`src/rtl/inv_key_schedule.sv`:
```
// inv_key_schedule: AES-128 key expansion run forward, then round keys emitted 10 down to 0 under ready/valid.
// Define INV_MIXCOL_KEY_EN to emit InvMixColumns(round key) for rounds 1..9 (equivalent inverse cipher).
module inv_key_schedule #(
  parameter int NR = 10
) (
  input  logic         clk,
  input  logic         rst_n,
  input  logic         start,
  input  logic [127:0] key_in,
  output logic         busy,
  output logic         rk_valid,
  input  logic         rk_ready,
  output logic [127:0] rk_out,
  output logic [3:0]   rk_round,
  output logic         rk_last
);
  typedef enum logic [1:0] {IDLE, FWD, EMIT} state_t;
  localparam logic [7:0] RCON [0:15] = '{8'h00, 8'h01, 8'h02, 8'h04, 8'h08, 8'h10, 8'h20, 8'h40,
                                         8'h80, 8'h1b, 8'h36, 8'h00, 8'h00, 8'h00, 8'h00, 8'h00};
  function automatic logic [7:0] gmul(input logic [7:0] a, input logic [7:0] b);
    logic [7:0] p, x;
    p = '0;
    x = a;
    for (int i = 0; i < 8; i++) begin
      p = b[i] ? p ^ x : p;
      x = {x[6:0], 1'b0} ^ (x[7] ? 8'h1b : 8'h00);
    end
    return p;
  endfunction
  // S-box as GF(2^8) inverse (x^254) followed by the affine map
  function automatic logic [7:0] sbox(input logic [7:0] x);
    logic [7:0] sq, inv;
    sq = x;
    inv = 8'h01;
    for (int i = 0; i < 7; i++) begin
      sq = gmul(sq, sq);
      inv = gmul(inv, sq);
    end
    return inv ^ {inv[6:0], inv[7]} ^ {inv[5:0], inv[7:6]} ^ {inv[4:0], inv[7:5]} ^ {inv[3:0], inv[7:4]} ^ 8'h63;
  endfunction
`ifdef INV_MIXCOL_KEY_EN
  function automatic logic [127:0] inv_mix(input logic [127:0] k);
    logic [127:0] o;
    logic [7:0] a0, a1, a2, a3;
    o = '0;
    for (int c = 0; c < 4; c++) begin
      {a0, a1, a2, a3} = k[127-32*c -: 32];
      o[127-32*c -: 32] = {gmul(a0, 8'h0e) ^ gmul(a1, 8'h0b) ^ gmul(a2, 8'h0d) ^ gmul(a3, 8'h09),
                           gmul(a0, 8'h09) ^ gmul(a1, 8'h0e) ^ gmul(a2, 8'h0b) ^ gmul(a3, 8'h0d),
                           gmul(a0, 8'h0d) ^ gmul(a1, 8'h09) ^ gmul(a2, 8'h0e) ^ gmul(a3, 8'h0b),
                           gmul(a0, 8'h0b) ^ gmul(a1, 8'h0d) ^ gmul(a2, 8'h09) ^ gmul(a3, 8'h0e)};
    end
    return o;
  endfunction
`endif
  state_t        state_q, state_d;
  logic [3:0]    cnt_q, cnt_d;
  logic [127:0]  key_q, key_d;
  logic [31:0]   w0, w1, w2, w3, p3, sw_in, sw_out, t, f0, f1, f2, f3;
  logic [7:0]    rcon;
  assign {w0, w1, w2, w3} = key_q;
  assign p3 = w3 ^ w2;
  // One shared SubWord: forward step uses w3, backward step uses w3^w2; RotWord is folded into the byte order
  assign sw_in  = (state_q == EMIT) ? p3 : w3;
  assign sw_out = {sbox(sw_in[23:16]), sbox(sw_in[15:8]), sbox(sw_in[7:0]), sbox(sw_in[31:24])};
  assign rcon   = RCON[(state_q == EMIT) ? cnt_q : cnt_q + 4'd1];
  assign t  = sw_out ^ {rcon, 24'h0};
  assign f0 = w0 ^ t;
  assign f1 = w1 ^ f0;
  assign f2 = w2 ^ f1;
  assign f3 = w3 ^ f2;
  always_comb begin
    state_d = state_q;
    cnt_d   = cnt_q;
    key_d   = key_q;
    unique case (state_q)
      IDLE: if (start) begin
        key_d   = key_in;
        cnt_d   = '0;
        state_d = FWD;
      end
      FWD: begin
        key_d   = {f0, f1, f2, f3};
        cnt_d   = cnt_q + 4'd1;
        state_d = (cnt_q == 4'(NR - 1)) ? EMIT : FWD;
      end
      EMIT: if (rk_ready) begin
        state_d = (cnt_q == 4'd0) ? IDLE : EMIT;
        key_d   = (cnt_q == 4'd0) ? key_q : {f0, w1 ^ w0, w2 ^ w1, p3};
        cnt_d   = (cnt_q == 4'd0) ? cnt_q : cnt_q - 4'd1;
      end
      default: state_d = IDLE;
    endcase
  end
  always_ff @(posedge clk) begin
    if (!rst_n) begin
      state_q <= IDLE;
      cnt_q   <= '0;
      key_q   <= '0;
    end else begin
      state_q <= state_d;
      cnt_q   <= cnt_d;
      key_q   <= key_d;
    end
  end
  assign busy     = state_q != IDLE;
  assign rk_valid = state_q == EMIT;
  assign rk_round = cnt_q;
  assign rk_last  = rk_valid && cnt_q == 4'd0;
`ifdef INV_MIXCOL_KEY_EN
  assign rk_out = (rk_valid && cnt_q != 4'd0 && cnt_q != 4'(NR)) ? inv_mix(key_q) : key_q;
`else
  assign rk_out = key_q;
`endif
endmodule

```
`config.mk`:
```
export PLATFORM = sky130hd
export DESIGN_NAME = inv_key_schedule
export DESIGN_NICKNAME = d
export VERILOG_FILES = /design/src/rtl/inv_key_schedule.sv
export SDC_FILE = /design/constraint.sdc
export NUM_CORES = 2
export LEC_CHECK = 0
export CORE_MARGIN = 1
export CORE_UTILIZATION = 45
export CTS_BUF_LIST = sky130_fd_sc_hd__clkbuf_8
export DETAILED_ROUTE_END_ITERATION = 10
export PLACE_DENSITY = 0.73
export SETUP_SLACK_MARGIN = 0.05
export SKIP_CTS_REPAIR_TIMING = 1
export SYNTH_ARGS = -nofsm -noshare
export SYNTH_HDL_FRONTEND = slang
export SYNTH_SLANG_ARGS = --single-unit
```
`constraint.sdc`:
```
create_clock -name clk -period 25 [get_ports clk]
set_input_delay 7.5 -clock clk [delete_from_list [all_inputs] [get_ports clk]]
set_output_delay 7.5 -clock clk [all_outputs]
set_load 0.02 [all_outputs]
```
==> flow_metrics.env <==
export IMPL_synthDistinctLibCells=119
export IMPL_pin_count=267
export IMPL_dieWidth_um=396
export IMPL_crit_type="reg -> reg"
export IMPL_die_area_um2=157000
export IMPL_ant_nets=0
export IMPL_finalSetupViolCount=0
export IMPL_min_path_type="reg -> reg"
export IMPL_maxSlewHeadroom_pct=9.09
export IMPL_synthArstFlopShare_pct=0
export IMPL_critical_path_max_fanout=58
export IMPL_hold_end="rk_out[126]"
export IMPL_fin_nets=9553
export IMPL_grtUsageMet3_pct=9.33
export IMPL_grtUsageMet1_pct=41.1
export IMPL_row_count=144
export IMPL_r2r_start="state_q[0]"
export IMPL_synth_ff_type="dfxtp_1"
export IMPL_drtIter0Drc=8437
export IMPL_hold_violations=0
export IMPL_cts_sinks=134
export IMPL_final_cell_mix="xnor2_1 (1,693), nor2_1 (1,333), nand2_1 (956)"
export IMPL_grt_remaining_overflow=0
export IMPL_die_h_um=396
export IMPL_numPortBuffers=266
export IMPL_syn_cell_area_um2=69800
export IMPL_outcome="complete, but fails checks"
export IMPL_synth_edff_count=0
export IMPL_insertion_delay_ns=0.55
export IMPL_post_route_period_util_pct=88.2
export IMPL_cap_violations=0
export IMPL_cts_root_buffer="clkbuf_8"
export IMPL_drt_wirelength_per_cell_um=22.1
export IMPL_worstSetupStartpointType="flop"
export IMPL_grt_use_total_pct=30.9
export IMPL_fin_crit_ns=22.04
export IMPL_synth_avg_cell_area_um2=7.31
export IMPL_cp_arrival_ns=22.48
export IMPL_slew_violations=0
export IMPL_gr_max_usage_layer="met2"
export IMPL_required_ns=25.44
export IMPL_holdPathStages=2
export IMPL_worstSetupEndpointType="flop"
export IMPL_max_freq_ghz=0.0454
export IMPL_syn2layout_area_growth_pct=7.12
export IMPL_failed_checks="DRC"
export IMPL_layout_cells_most_common="xnor2_1"
export IMPL_cpMaxStageDelayCell="xor2_1"
export IMPL_syn_nets=9705
export IMPL_grt_pass1_wl_mm=390
export IMPL_post_route_drc_count=1
export IMPL_htreeDepth=4
export IMPL_reg2reg_depth=57
export IMPL_r2r_slack_ns=2.96
export IMPL_use_met2_pct=47.3
export IMPL_clk_pin_slew_ns=0.09
export IMPL_tightest_slew_ns=1.35
export IMPL_clk_path_buf_depth=2
export IMPL_initial_utilization_pct=45.3
export IMPL_vias_per_cell=6.19
export IMPL_ys_warn_count=0
export IMPL_place_gp_congestion=1.01
export IMPL_grt_pass1_vias=65720
export IMPL_cpPeakStageDelay_ns=0.92
export IMPL_startpoint="state_q[0]"
export IMPL_syn_inst=9541
export IMPL_cts_tree="done"
export IMPL_grt_max_degree=82
export IMPL_ys_ff_latch=134
export IMPL_fin_skew_ns=0.0238
export IMPL_cts_buffers=17
export IMPL_rsz0062_at_grt="no"
export IMPL_vias=70921
export IMPL_r2r_end="rk_out[35]"
export IMPL_hold_worst_slack_ns=0.526
export IMPL_synth_yosys_seq_area_share_pct=3.85
export IMPL_place_hpwl_mm=189
export IMPL_antenna_found_initial=32
export IMPL_totalWireLength_mm=253
export IMPL_min_from="rk_out[126]"
export IMPL_coreArea_um2=154000
export IMPL_tns_ns=0
export IMPL_drive_above_1_share_pct=6.97
export IMPL_first_pass_iters=11
Yosys cell counts (64+ instances only):
master / n / share of area, %
a22oi_1: 86 / 0.93
o21ai_0: 500 / 3.6
nor3_1: 246 / 1.8
clkbuf_1: 440 / 2.4
nand3_1: 205 / 1.5
o211ai_1: 65 / 0.70
xnor3_1: 354 / 11
nand2_1: 957 / 5.1
xnor2_1: 1726 / 22
a31oi_1: 73 / 0.65
nand2b_1: 111 / 1.0
mux2i_1: 215 / 3.1
inv_1: 112 / 0.60
nor2_1: 1337 / 7.2
a211oi_1: 81 / 0.87
o22ai_1: 168 / 1.5
a21oi_1: 571 / 4.1
and2_1: 64 / 0.57
dfxtp_1: 134 / 3.8
xnor2_2: 84 / 2.0
buf_2: 146 / 1.0
xor2_1: 510 / 6.4
per-stage QoR:
stage / area (µm²) / std cells / setup WS (ns) / util (%)
detailed placement: 74300 / 11414 / 3.53 / 48.2
floorplan: 69800 / 9541 / 5.96 / -
CTS: 74700 / 11446 / 3.38 / 48.5
global placement: 74300 / 11414 / 3.98 / 48.2
global route: 74700 / 11450 / 1.49 / 48.5
finish: 74700 / 11459 / 2.96 / 48.5
layer usage:
layer | share of wire, % | wire [µm] | vias up
met3 | 13 | 31800 | 521
met5 | 0.12 | 293 | -
met1 | 41 | 103000 | 33911
met2 | 43 | 110000 | 3712
met4 | 3.4 | 8550 | 48
li1 | - | - | 32729
worst max-delay path by stage:
stage / to / cells after the start
floorplan: rk_out[93] / 85
global placement: rk_out[35] / 57
detailed placement: rk_out[35] / 57
CTS: rk_out[35] / 57
global route: rk_out[35] / 57
finish: rk_out[35] / 57
state kept, by name, indices dropped and copies added, names as in the netlist:
register / cells
rk_round: 4
rk_out: 128
state_q: 2
critical path, delay by kind of cell (launching register included):
| family | cells | cell delay, ns |
|---|---|---|
| flops | 1 | 0.37 |
| mux | 2 | 0.59 |
| fa+ha+maj | 3 | 1.74 |
| simple gates | 12 | 2.88 |
| xor+xnor | 30 | 13.32 |
| compound gates | 7 | 1.76 |
| buf+inv | 3 | 1.20 |
layout make-up:
cell class                      count  area [µm²]
Fill cell                       15102       79300
Sequential cell                   134        2680
Antenna cell                       13        32.5
Clock buffer                       18         248
Multi-Input combinational cell   8577       64000
Tap cell                         2044        2560
Inverter                          131         498
Clock inverter                     14         126
Timing Repair Buffer              528        4630
logic make-up after synthesis:
| family | count (synthesis) | share of synthesized area, % |
|---|---|---|
| simple gates | 3284 | 20.6 |
| compound gates | 2178 | 20.1 |
| flops | 134 | 3.85 |
| buf+inv | 830 | 5.06 |
| fa+ha+maj | 37 | 0.646 |
| xor+xnor | 2803 | 45.6 |
| mux | 275 | 4.11 |
Power is not shown: default switching activity piles up to over one toggle a cycle in this logic, so the estimate is an artifact.
